--- src/rtl/hazard_controller_pkg.sv ---
// Shared CPU constants for the hazard controller: FSM states, mul/div
// latency defaults and the hard-wired zero register.
package hazard_controller_pkg;

  typedef enum logic [1:0] {
    ST_IDLE        = 2'd0,
    ST_MULDIV_BUSY = 2'd1,
    ST_MEM_WAIT    = 2'd2
  } hz_state_t;

  localparam int unsigned MULT_CYCLES_DEF = 4;
  localparam int unsigned DIV_CYCLES_DEF  = 32;
  localparam int unsigned CNT_W           = 6;
  localparam logic [4:0]  REG_ZERO        = 5'd0;

  // A producer matches a consumer only if it targets a real register.
  function automatic logic reg_hit(input logic [4:0] dst,
                                   input logic [4:0] rs,
                                   input logic [4:0] rt);
    return (dst != REG_ZERO) && ((dst == rs) || (dst == rt));
  endfunction

endpackage

--- src/rtl/hazard_controller_if.sv ---
// Pipeline <-> hazard controller signal bundle; names match the legacy ports.
interface hazard_controller_if;
  logic [4:0] rs_decode;
  logic [4:0] rt_decode;
  logic [4:0] write_reg_execute;
  logic       reg_write_execute;
  logic       mem_to_reg_execute;
  logic [4:0] write_reg_memory;
  logic       mem_to_reg_memory;
  logic       branch_decode;
  logic       branch_taken_decode;
  logic       hilo_read_decode;
  logic       muldiv_start_execute;
  logic       muldiv_is_div_execute;
  logic       mem_wait;
  logic       stall_fetch;
  logic       stall_decode;
  logic       flush_decode;
  logic       flush_execute;
  logic       freeze_back;
  logic       muldiv_busy;

  modport master (
    output rs_decode, rt_decode, write_reg_execute, reg_write_execute,
           mem_to_reg_execute, write_reg_memory, mem_to_reg_memory,
           branch_decode, branch_taken_decode, hilo_read_decode,
           muldiv_start_execute, muldiv_is_div_execute, mem_wait,
    input  stall_fetch, stall_decode, flush_decode, flush_execute,
           freeze_back, muldiv_busy
  );

  modport slave (
    input  rs_decode, rt_decode, write_reg_execute, reg_write_execute,
           mem_to_reg_execute, write_reg_memory, mem_to_reg_memory,
           branch_decode, branch_taken_decode, hilo_read_decode,
           muldiv_start_execute, muldiv_is_div_execute, mem_wait,
    output stall_fetch, stall_decode, flush_decode, flush_execute,
           freeze_back, muldiv_busy
  );
endinterface

--- src/rtl/hazard_controller_muldiv_busy_counter.sv ---
// Occupancy counter for the multiply/divide unit: reload on start, count
// down to zero otherwise.
module muldiv_busy_counter
  import hazard_controller_pkg::*;
(
  input  logic             clk,
  input  logic             reset,
  input  logic             load,
  input  logic [CNT_W-1:0] load_value,
  output logic [CNT_W-1:0] count,
  output logic             zero
);

  assign zero = (count == '0);

  always_ff @(posedge clk) begin
    if (reset)
      count <= '0;
    else if (load)
      count <= load_value;
    else if (!zero)
      count <= count - CNT_W'(1);
  end

endmodule

--- src/rtl/hazard_controller.sv ---
// Pipeline hazard controller: load-use, branch-operand and HI/LO stalls,
// memory-wait freeze and taken-branch flush for the 5-stage core.
module hazard_controller
  import hazard_controller_pkg::*;
#(
  parameter int unsigned MULT_CYCLES = MULT_CYCLES_DEF,
  parameter int unsigned DIV_CYCLES  = DIV_CYCLES_DEF
) (
  input  logic                clk,
  input  logic                reset,
  hazard_controller_if.slave  hz
);

  hz_state_t        state, state_nx;
  logic [CNT_W-1:0] busy_count;
  logic [CNT_W-1:0] load_value;
  logic             count_zero;
  logic             busy;
  logic             load_use, branch_hz, hilo_hz, hazard;

  assign load_value = hz.muldiv_is_div_execute ? CNT_W'(DIV_CYCLES)
                                               : CNT_W'(MULT_CYCLES);

  muldiv_busy_counter u_busy_counter (
    .clk        (clk),
    .reset      (reset),
    .load       (hz.muldiv_start_execute),
    .load_value (load_value),
    .count      (busy_count),
    .zero       (count_zero)
  );

  assign busy = !count_zero || hz.muldiv_start_execute;

  always_comb begin
    state_nx = state;
    unique case (state)
      ST_IDLE:
        if (hz.mem_wait)                  state_nx = ST_MEM_WAIT;
        else if (hz.muldiv_start_execute) state_nx = ST_MULDIV_BUSY;
      ST_MEM_WAIT:
        if (!hz.mem_wait)                 state_nx = count_zero ? ST_IDLE : ST_MULDIV_BUSY;
      ST_MULDIV_BUSY:
        if (hz.mem_wait)                  state_nx = ST_MEM_WAIT;
        else if (count_zero)              state_nx = ST_IDLE;
      default:                            state_nx = ST_IDLE;
    endcase
  end

  always_ff @(posedge clk) begin
    if (reset) state <= ST_IDLE;
    else       state <= state_nx;
  end

  assign load_use  = hz.mem_to_reg_execute &&
                     reg_hit(hz.write_reg_execute, hz.rs_decode, hz.rt_decode);
  assign branch_hz = hz.branch_decode &&
                     ((hz.reg_write_execute &&
                       reg_hit(hz.write_reg_execute, hz.rs_decode, hz.rt_decode)) ||
                      (hz.mem_to_reg_memory &&
                       reg_hit(hz.write_reg_memory, hz.rs_decode, hz.rt_decode)));
  assign hilo_hz   = hz.hilo_read_decode && busy;
  assign hazard    = load_use || branch_hz || hilo_hz;

  // Priority: reset, then memory wait, then decode hazards; a taken branch
  // only flushes once nothing is holding Decode.
  always_comb begin
    hz.stall_fetch   = 1'b0;
    hz.stall_decode  = 1'b0;
    hz.flush_decode  = 1'b0;
    hz.flush_execute = 1'b0;
    hz.freeze_back   = 1'b0;
    hz.muldiv_busy   = busy;
    if (reset) begin
      hz.flush_decode  = 1'b1;
      hz.flush_execute = 1'b1;
      hz.muldiv_busy   = 1'b0;
    end else if (hz.mem_wait) begin
      hz.stall_fetch  = 1'b1;
      hz.stall_decode = 1'b1;
      hz.freeze_back  = 1'b1;
    end else if (hazard) begin
      hz.stall_fetch   = 1'b1;
      hz.stall_decode  = 1'b1;
      hz.flush_execute = 1'b1;
    end else begin
      hz.flush_decode = hz.branch_taken_decode;
    end
  end

endmodule

--- src/flat_wrapper.sv ---
// flat-port wrapper written by rule: the top's interface ports become plain ports
module hazard_controller_flat import hazard_controller_pkg::*;
#(
  parameter int unsigned MULT_CYCLES = MULT_CYCLES_DEF,
  parameter int unsigned DIV_CYCLES  = DIV_CYCLES_DEF
)
  (clk, reset, hz_rs_decode, hz_rt_decode, hz_write_reg_execute, hz_reg_write_execute, hz_mem_to_reg_execute, hz_write_reg_memory, hz_mem_to_reg_memory, hz_branch_decode, hz_branch_taken_decode, hz_hilo_read_decode, hz_muldiv_start_execute, hz_muldiv_is_div_execute, hz_mem_wait, hz_stall_fetch, hz_stall_decode, hz_flush_decode, hz_flush_execute, hz_freeze_back, hz_muldiv_busy);
  hazard_controller_if hz_i ();
  input  logic clk;
  input  logic reset;
  input wire logic [$bits(hz_i.rs_decode)-1:0] hz_rs_decode;
  input wire logic [$bits(hz_i.rt_decode)-1:0] hz_rt_decode;
  input wire logic [$bits(hz_i.write_reg_execute)-1:0] hz_write_reg_execute;
  input wire logic [$bits(hz_i.reg_write_execute)-1:0] hz_reg_write_execute;
  input wire logic [$bits(hz_i.mem_to_reg_execute)-1:0] hz_mem_to_reg_execute;
  input wire logic [$bits(hz_i.write_reg_memory)-1:0] hz_write_reg_memory;
  input wire logic [$bits(hz_i.mem_to_reg_memory)-1:0] hz_mem_to_reg_memory;
  input wire logic [$bits(hz_i.branch_decode)-1:0] hz_branch_decode;
  input wire logic [$bits(hz_i.branch_taken_decode)-1:0] hz_branch_taken_decode;
  input wire logic [$bits(hz_i.hilo_read_decode)-1:0] hz_hilo_read_decode;
  input wire logic [$bits(hz_i.muldiv_start_execute)-1:0] hz_muldiv_start_execute;
  input wire logic [$bits(hz_i.muldiv_is_div_execute)-1:0] hz_muldiv_is_div_execute;
  input wire logic [$bits(hz_i.mem_wait)-1:0] hz_mem_wait;
  output wire logic [$bits(hz_i.stall_fetch)-1:0] hz_stall_fetch;
  output wire logic [$bits(hz_i.stall_decode)-1:0] hz_stall_decode;
  output wire logic [$bits(hz_i.flush_decode)-1:0] hz_flush_decode;
  output wire logic [$bits(hz_i.flush_execute)-1:0] hz_flush_execute;
  output wire logic [$bits(hz_i.freeze_back)-1:0] hz_freeze_back;
  output wire logic [$bits(hz_i.muldiv_busy)-1:0] hz_muldiv_busy;
  assign hz_i.rs_decode = hz_rs_decode;
  assign hz_i.rt_decode = hz_rt_decode;
  assign hz_i.write_reg_execute = hz_write_reg_execute;
  assign hz_i.reg_write_execute = hz_reg_write_execute;
  assign hz_i.mem_to_reg_execute = hz_mem_to_reg_execute;
  assign hz_i.write_reg_memory = hz_write_reg_memory;
  assign hz_i.mem_to_reg_memory = hz_mem_to_reg_memory;
  assign hz_i.branch_decode = hz_branch_decode;
  assign hz_i.branch_taken_decode = hz_branch_taken_decode;
  assign hz_i.hilo_read_decode = hz_hilo_read_decode;
  assign hz_i.muldiv_start_execute = hz_muldiv_start_execute;
  assign hz_i.muldiv_is_div_execute = hz_muldiv_is_div_execute;
  assign hz_i.mem_wait = hz_mem_wait;
  assign hz_stall_fetch = hz_i.stall_fetch;
  assign hz_stall_decode = hz_i.stall_decode;
  assign hz_flush_decode = hz_i.flush_decode;
  assign hz_flush_execute = hz_i.flush_execute;
  assign hz_freeze_back = hz_i.freeze_back;
  assign hz_muldiv_busy = hz_i.muldiv_busy;
  hazard_controller #(.MULT_CYCLES(MULT_CYCLES), .DIV_CYCLES(DIV_CYCLES)) u_core (.clk(clk), .reset(reset), .hz(hz_i));
endmodule
--- config.mk ---
export PLATFORM = sky130hd
export DESIGN_NAME = hazard_controller_flat
export DESIGN_NICKNAME = d
export VERILOG_FILES = /design/src/rtl/hazard_controller_pkg.sv /design/src/rtl/hazard_controller_if.sv /design/src/rtl/hazard_controller_muldiv_busy_counter.sv /design/src/rtl/hazard_controller.sv /design/src/flat_wrapper.sv
export SDC_FILE = /design/constraint.sdc
export NUM_CORES = 1
export LEC_CHECK = 0
export ABC_AREA = 0
export BUFFER_PORTS_ARGS = -buffer_cell sky130_fd_sc_hd__buf_4
export CORE_ASPECT_RATIO = 0.8
export CORE_UTILIZATION = 30
export CTS_CLUSTER_SIZE = 12
export DETAILED_ROUTE_END_ITERATION = 12
export GPL_ROUTABILITY_DRIVEN = 0
export PLACE_DENSITY = 0.61
export RECOVER_POWER = 50
export REMOVE_ABC_BUFFERS = 1
export SLEW_MARGIN = 30
export SYNTH_ARGS = -nofsm -noshare
export SYNTH_HDL_FRONTEND = slang
export SYNTH_SLANG_ARGS = --single-unit
--- constraint.sdc ---
create_clock -name clk -period 3.9 [get_ports clk]
set_input_delay 0.585 -clock clk [delete_from_list [all_inputs] [get_ports clk]]
set_output_delay 0.585 -clock clk [all_outputs]
set_load 0.005 [all_outputs]
==> results of run 1 <==
[power by group through the flow]
stage	logic [uW]	clock network (uW)	registers (uW)
2_1_floorplan	118	0	87.0
3_3_place_gp	176	0	89.7
3_5_place_dp	178	0	90.5
4_1_cts	178	62.0	89.2
5_1_grt	192	65.6	90.6
6_report	174	58.8	89.0
[placed cells by master, fill, tap and decap left out, types with 2 or more instances in the layout]
cell type  synthesis  final
dfxtp_1            6      6
buf_4              2     36
nand3_1            4      5
clkbuf_4           0      3
o21ai_1            2      2
nor3_1             7      7
nor2_1             8      8
xnor2_1           18     18
a31oi_1            2      2
nand2_1            5      5
inv_1              4      4
a21oi_1            3      3
xor2_1             6      6
[routing by layer]
metal	global-route usage (%)	wire length, um	share of wire [%]	up-vias
met1	24.9	835	50	304
met3	2.51	92	5.5	4
met4	9.47	39	2.3	0
li1	-	-	-	350
met2	24.0	696	42	22
met5	0	0	0	-
[through the flow]
stage | instance area, sq um | util, % | worst slack [ns]
2_1_floorplan | 604 | - | 1.90
3_3_place_gp | 905 | 46.5 | 1.61
3_5_place_dp | 905 | 46.5 | 1.59
4_1_cts | 927 | 47.7 | 1.56
5_1_grt | 922 | 47.4 | 1.40
6_report | 922 | 47.4 | 1.50
[worst max-delay path: cells and delay by family, from the launching register on]
family | cells | cell delay (ns)
AOI/OAI and AO/OA | 3 | 0.66
and+or+nand+nor | 1 | 0.20
adders and majority gates | 1 | 0.20
buffers and inverters | 2 | 0.16
DFF | 1 | 0.33
[kinds of logic (layout without fill, tap and decap cells)]
group	count (synthesis)	after routing
flip-flops	6	6
adder cells (fa/ha/maj)	1	1
AO/OA/AOI/OAI	13	13
AND/OR/NAND/NOR	30	30
buffers and inverters	7	43
XOR/XNOR	24	24
[how the worst max path moves through the flow]
stage	start	end	slack, ns
floorplan	hz_rt_decode[4]	hz_stall_decode	1.90
global placement	hz_rt_decode[4]	hz_stall_fetch	1.61
detailed placement	hz_rt_decode[0]	hz_stall_fetch	1.59
CTS	u_core.u_busy_counter.count[0]	hz_flush_decode	1.56
global route	u_core.u_busy_counter.count[0]	hz_stall_fetch	1.40
finish	u_core.u_busy_counter.count[0]	hz_flush_decode	1.50
[cell type report]
class                      count  area [sq um]  area share, %
clock buffer                   3          22.5           2.44
multi-input combinational     68           464           50.3
tap                           24          30.0           3.26
inverter                       4          15.0           1.63
timing repair buffer          36           270           29.3
sequential                     6           120           13.0
==> results by group, run 1 <==
Floorplan
  – Die ar.: approximately 0.0023 sq mm
  – CORE AREA: just under 0.002 sq mm
  – Die Ht: 43.3 um
  – Initial Utilization: between 30 and 40%
  – Die width: 53.6 um
  – Placement row count: 14
  – # IOs: 37

Worst setup path
  – Critical path's slowest cell: dfxtp_1
  – Crit start category: flop
  – Worst EP arrival: around 1.8 ns
  – CP Class: flop to output port
  – Reg2Reg Setup Slack: 2.51 ns
  – CP max stage delay: 0.33 ns
  – Worst r2r dst: u_core.u_busy_counter.count[1]
  – Crit-path cells: inv_1 -> ha_1 -> nand3_1 -> o21a_1 -> a41oi_2 -> a41o_1 -> buf_4
  – CP required: 3.31 ns
  – Reg2Reg Launch Point: u_core.u_busy_counter.count[0]
  – Crit path max fanout: 6
  – Crit. End Element: output port
  – Cells on worst reg2reg path: 5

Yosys
  – Mean post-synth cell area: 7.89 sq um
  – Most frequent cell after synthesis: xnor2_1
  – Post-synthesis register bit count: 6
  – Synth area leader: xnor2_1
  – Mapped cell area: around 640 sq um
  – Post-Synth Adder-Cell Area: between 1.5 and 2%
  – Synth Flop Type: dfxtp_1
  – Compound-Gate Fraction of Synth Area: 14.3%
  – Largest family of logic cells by synthesized area: XOR/XNOR gates
  – Seq/Total Area, Yosys: roughly a fifth
  – Commonest cells in the netlist: xnor2_1, nor2_1, nor3_1
  – Synth Area in Simple Gates: about 24%
  – EDFF count, synth: 0
  – Post-Syn Instances: 81
  – Mux cell area share after synthesis: 0%
  – YS warnings: 0
  – Top-area cell type share of the netlist area: 24.7%
  – Asr flop ratio synth: 0%
  – Synth Area in XOR/XNOR: approximately 33%
  – Synth area leaders: xnor2_1, dfxtp_1, xor2_1, nor3_1, nor2_1
  – Synth unique cells: 26

Place
  – Placed wire-length estimate: ~1.4 mm
  – Placed cells: about 140
  – Port bufs: 36

Pwr
  – Power share of the combinational group: between 50% and 60%
  – Switch share: between 30% and 40%
  – Clock share of power: about 18%
  – Max VDD drop: ~150 uV
  – Sw Pwr: approximately 120 uW
  – P_int: between 200 and 250 uW
  – PwrDens: around 350 mW/mm^2
  – Seq pwr share: about 28%
  – Leakage: around 0.00040 uW
  – Total power draw: roughly 320 uW

STA
  – Slew @ Worst Pin: approximately 0.33 ns
  – Worst slew margin: between 70% and 80%
  – Final hold vios: 0
  – Max-slew violations: 0
  – Clock Skew: approximately 0.012 ns
  – Achievable frequency: ~420 MHz
  – Final Setup Violations: 0
  – Final worst-path cycle share: between 60% and 70%
  – Setup TNS: 0 ns
  – RSZ-0062 raised after global routing: false
  – WHS: around 0.53 ns
  – Final min period: ~2.4 ns

CTS
  – Clock Path Buffers: 2
  – CTS Hold Bufs: 0
  – # Post-CTS Setup Buffers: 0
  – Clk sink count: 6
  – Worst-Skew Late Latency: ~0.25 ns
  – Post-CTS resize count: 0
  – CTS tree: built
  – H-tree depth: 1
  – CTS Buf Count: 3
  – Root Driver: clkbuf_4
  – CTS clk-pin slew, worst paths: approximately 0.050 ns

Global routing
  – Total gr overflow: 0
  – Initial antenna violation count: 0
  – First-pass GRT wire length: about 2.9 mm
  – Largest net degree at the start of global routing: 11
  – Vias in the first global route: about 670
  – GRT Overall Usage: roughly 17%

Layout
  – Nets: 151
  – Antenna diodes: 0
  – Non-Filler Instances: 141
  – Biggest regs: u_core.u_busy_counter.count: 6 flops
  – Top reg by flops: u_core.u_busy_counter.count
  – Fillers: roughly 200
  – Fraction of layout cells with a size suffix above 1: between 30% and 40%
  – Max reg flops: 6
  – Area Overhead vs Synth: 44.2%

Detailed routing
  – Via count: 680
  – Starting DRT DRC Count: 10
  – Via/cell ratio: approximately 4.8
  – WL per Instance: 11.8 um
  – ANT nets after route: 0
  – Post-route DRC: 0
  – Final WL: between 1.5 and 2 mm
  – Drt pass-1 iters: 4

Worst hold path
  – Worst Hold Path EP: u_core.u_busy_counter.count[1]
  – Worst hold stages: 2
  – Hold WC Path Type: flop to flop
  – Min-delay src: u_core.u_busy_counter.count[1]

Run status
  – Outcome: complete, no violations

Run
  – Max-cap viol count: 0
(Power assumes the default switching activity.)
==> inputs of run 2 (changes only) <==
==> constraint.sdc (replaced) <==
create_clock -name clk -period 2.45 [get_ports clk]
set_input_delay 0.3675 -clock clk [delete_from_list [all_inputs] [get_ports clk]]
set_output_delay 0.3675 -clock clk [all_outputs]
set_load 0.005 [all_outputs]
==> run 2 against run 1 <==
  * Non-clock buffer count did not move
  * Clock skew decreased by 0.0057 ns
  * Register-to-register slack worse by 1.5 ns
  * Critical path type unchanged
  * Largest cell class unchanged
  * Largest power group unchanged
==> results by group, run 2 (same netlist as run 1, synthesis figures left out) <==
Detailed routing
  – Final WL: 1.63 mm (-2.1%)
  – WL per Instance: 11.5 um (-2.1%)
  – Post-route DRC: 0 (unchanged)
  – ANT nets after route: 0 (unchanged)
  – Drt pass-1 iters: 4 (unchanged)
  – Via count: 657 (-3.4%)
  – Starting DRT DRC Count: 16 (+6)
  – Via/cell ratio: 4.66 (-3.4%)

CTS
  – Post-CTS resize count: 0 (unchanged)
  – Root Driver: clkbuf_4
  – # Post-CTS Setup Buffers: 0 (unchanged)
  – CTS tree: built
  – Clk sink count: 6 (unchanged)
  – CTS clk-pin slew, worst paths: 0.05 ns (about the same)
  – CTS Hold Bufs: 0 (unchanged)
  – CTS Buf Count: 3 (unchanged)
  – Clock Path Buffers: 2 (unchanged)
  – Worst-Skew Late Latency: 0.25 ns (about the same)
  – H-tree depth: 1 (unchanged)

Run status
  – Outcome: complete, no violations

STA
  – RSZ-0062 raised after global routing: false
  – Final Setup Violations: 0 (unchanged)
  – Slew @ Worst Pin: 0.366 ns (+0.0353 ns)
  – Final min period: roughly 2.1 ns
  – Final WS setup: 0.326 ns (-1.18 ns)
  – Achievable frequency: ~470 MHz
  – Setup TNS: 0 ns (unchanged)
  – Worst slew margin: 75.0% (-2.4 points)
  – Final hold vios: 0 (unchanged)
  – Final worst-path cycle share: 86.7%
  – Max-slew violations: 0 (unchanged)
  – Clock Skew: 0.00657 ns (-0.00565 ns)

Worst hold path
  – Hold WC Path Type: input port to flop

Pwr
  – Total power draw: 507 uW (+58%)
  – Leakage: 0.000396 uW (+0.11%)
  – PwrDens: 550 mW/mm^2 (+58%)
  – Max VDD drop: 239 uV (+64%)

Run
  – Max-cap viol count: 0 (unchanged)

Floorplan
  – Die ar.: 0.00232 sq mm (unchanged)
  – Die Ht: 43.3 um (unchanged)
  – CORE AREA: 0.00194 sq mm (unchanged)
  – Placement row count: 14 (unchanged)
  – Initial Utilization: 32.9% (unchanged)
  – # IOs: 37 (unchanged)
  – Die width: 53.6 um (unchanged)

Worst setup path
  – Crit. End Element: output port
  – CP required: 2.08 ns (-1.23 ns)
  – Crit-path cells: inv_1 -> ha_1 -> nand3_1 -> o21a_1 -> a41oi_2 -> a31oi_1 -> buf_4
  – CP bufs+invs: 2 (unchanged)
  – Crit path max fanout: 6 (unchanged)
  – CP Class: flop to output port
  – Worst EP arrival: 1.76 ns (-0.05 ns)
  – Top Family by Delay on Critical Path: compound AO/OA/AOI/OAI gates
  – Critical path's slowest cell: dfxtp_1
  – CP max stage delay: 0.33 ns (about the same)
  – Crit start category: flop

Layout
  – Biggest regs: u_core.u_busy_counter.count: 6 flops
  – Max reg flops: 6 (unchanged)
  – Commonest non-fill, non-tap cells in the layout: buf_4, xnor2_1, nor2_1
  – Area of the multi-input gates: 464 sq um (unchanged)
  – Fillers: 195 (-3.0%)
  – Commonest non-fill, non-tap cell in the layout: buf_4
  – Antenna diodes: 0 (unchanged)
  – Area Overhead vs Synth: 44.2% (unchanged)
  – Fraction of layout cells with a size suffix above 1: 35.9% (unchanged)
  – Core Util, Final: 47.4% (unchanged)
  – Non-Filler Instances: 141 (unchanged)
  – Nets: 151 (unchanged)
  – Register area: 120 sq um (unchanged)
  – Top reg by flops: u_core.u_busy_counter.count

Place
  – Placed wire-length estimate: 1.46 mm (+0.76%)
  – Pre-CTS setup slack: 0.569 ns (-1.02 ns)
  – Port bufs: 36 (unchanged)
  – Placed cells: 138 (unchanged)

Global routing
  – Vias in the first global route: 631 (-6.0%)
  – Total gr overflow: 0 (unchanged)
  – Largest net degree at the start of global routing: 11 (unchanged)
  – First-pass GRT wire length: 2.76 mm (-3.6%)
  – GRT Overall Usage: 16.5% (-0.80 points)
  – Initial antenna violation count: 0 (unchanged)
## run 2: final timing paths
path | startpoint | endpoint | slack, ns | depth (start not counted)
max | u_core.u_busy_counter.count[0] | hz_stall_decode | 0.33 | 7
min | hz_muldiv_start_execute | u_core.u_busy_counter.count[0] | 0.35 | 2
max reg2reg | u_core.u_busy_counter.count[0] | u_core.u_busy_counter.count[1] | 1.04 | 5
min reg2reg | u_core.u_busy_counter.count[1] | u_core.u_busy_counter.count[1] | 0.53 | 2
## run 2: metal layers
metal / GRT usage, % / vias up / wire length [um]
met4: 4.74 / 0 / 0
met2: 20.5 / 21 / 641
met5: 0 / - / 0
met1: 25.5 / 282 / 879
li1: - / 354 / -
met3: 5.73 / 0 / 107
## run 2: area by class of cell
type	instances	area share [%]
Multi-Input combinational cell	68	50.3
Timing Repair Buffer	36	29.3
Sequential cell	6	13.0
Tap cell	24	3.26
Clock buffer	3	2.44
Inverter	4	1.63
## run 2: power by group
group / leakage [uW] / switching, uW / internal [uW]
logic: 0.000332 / 127 / 149
clock network: 0.0000138 / 34.6 / 55.3
registers: 0.0000494 / 21.2 / 121
## run 2: per-stage QoR
stage	hold slack, ns	area (sq um)
final	0.354	922
after global placement	0.515	905
after floorplan	0.444	604
after detailed placement	0.519	905
after CTS	0.348	927
after global routing	0.358	922
## run 2: worst register-to-register path, stage by stage (launching register included)
cell and delay [ns]:
dfxtp_1 0.36, inv_1 0.06, ha_1 0.23, nand3_1 0.19, nor2_1 0.06, a2111oi_0 0.39
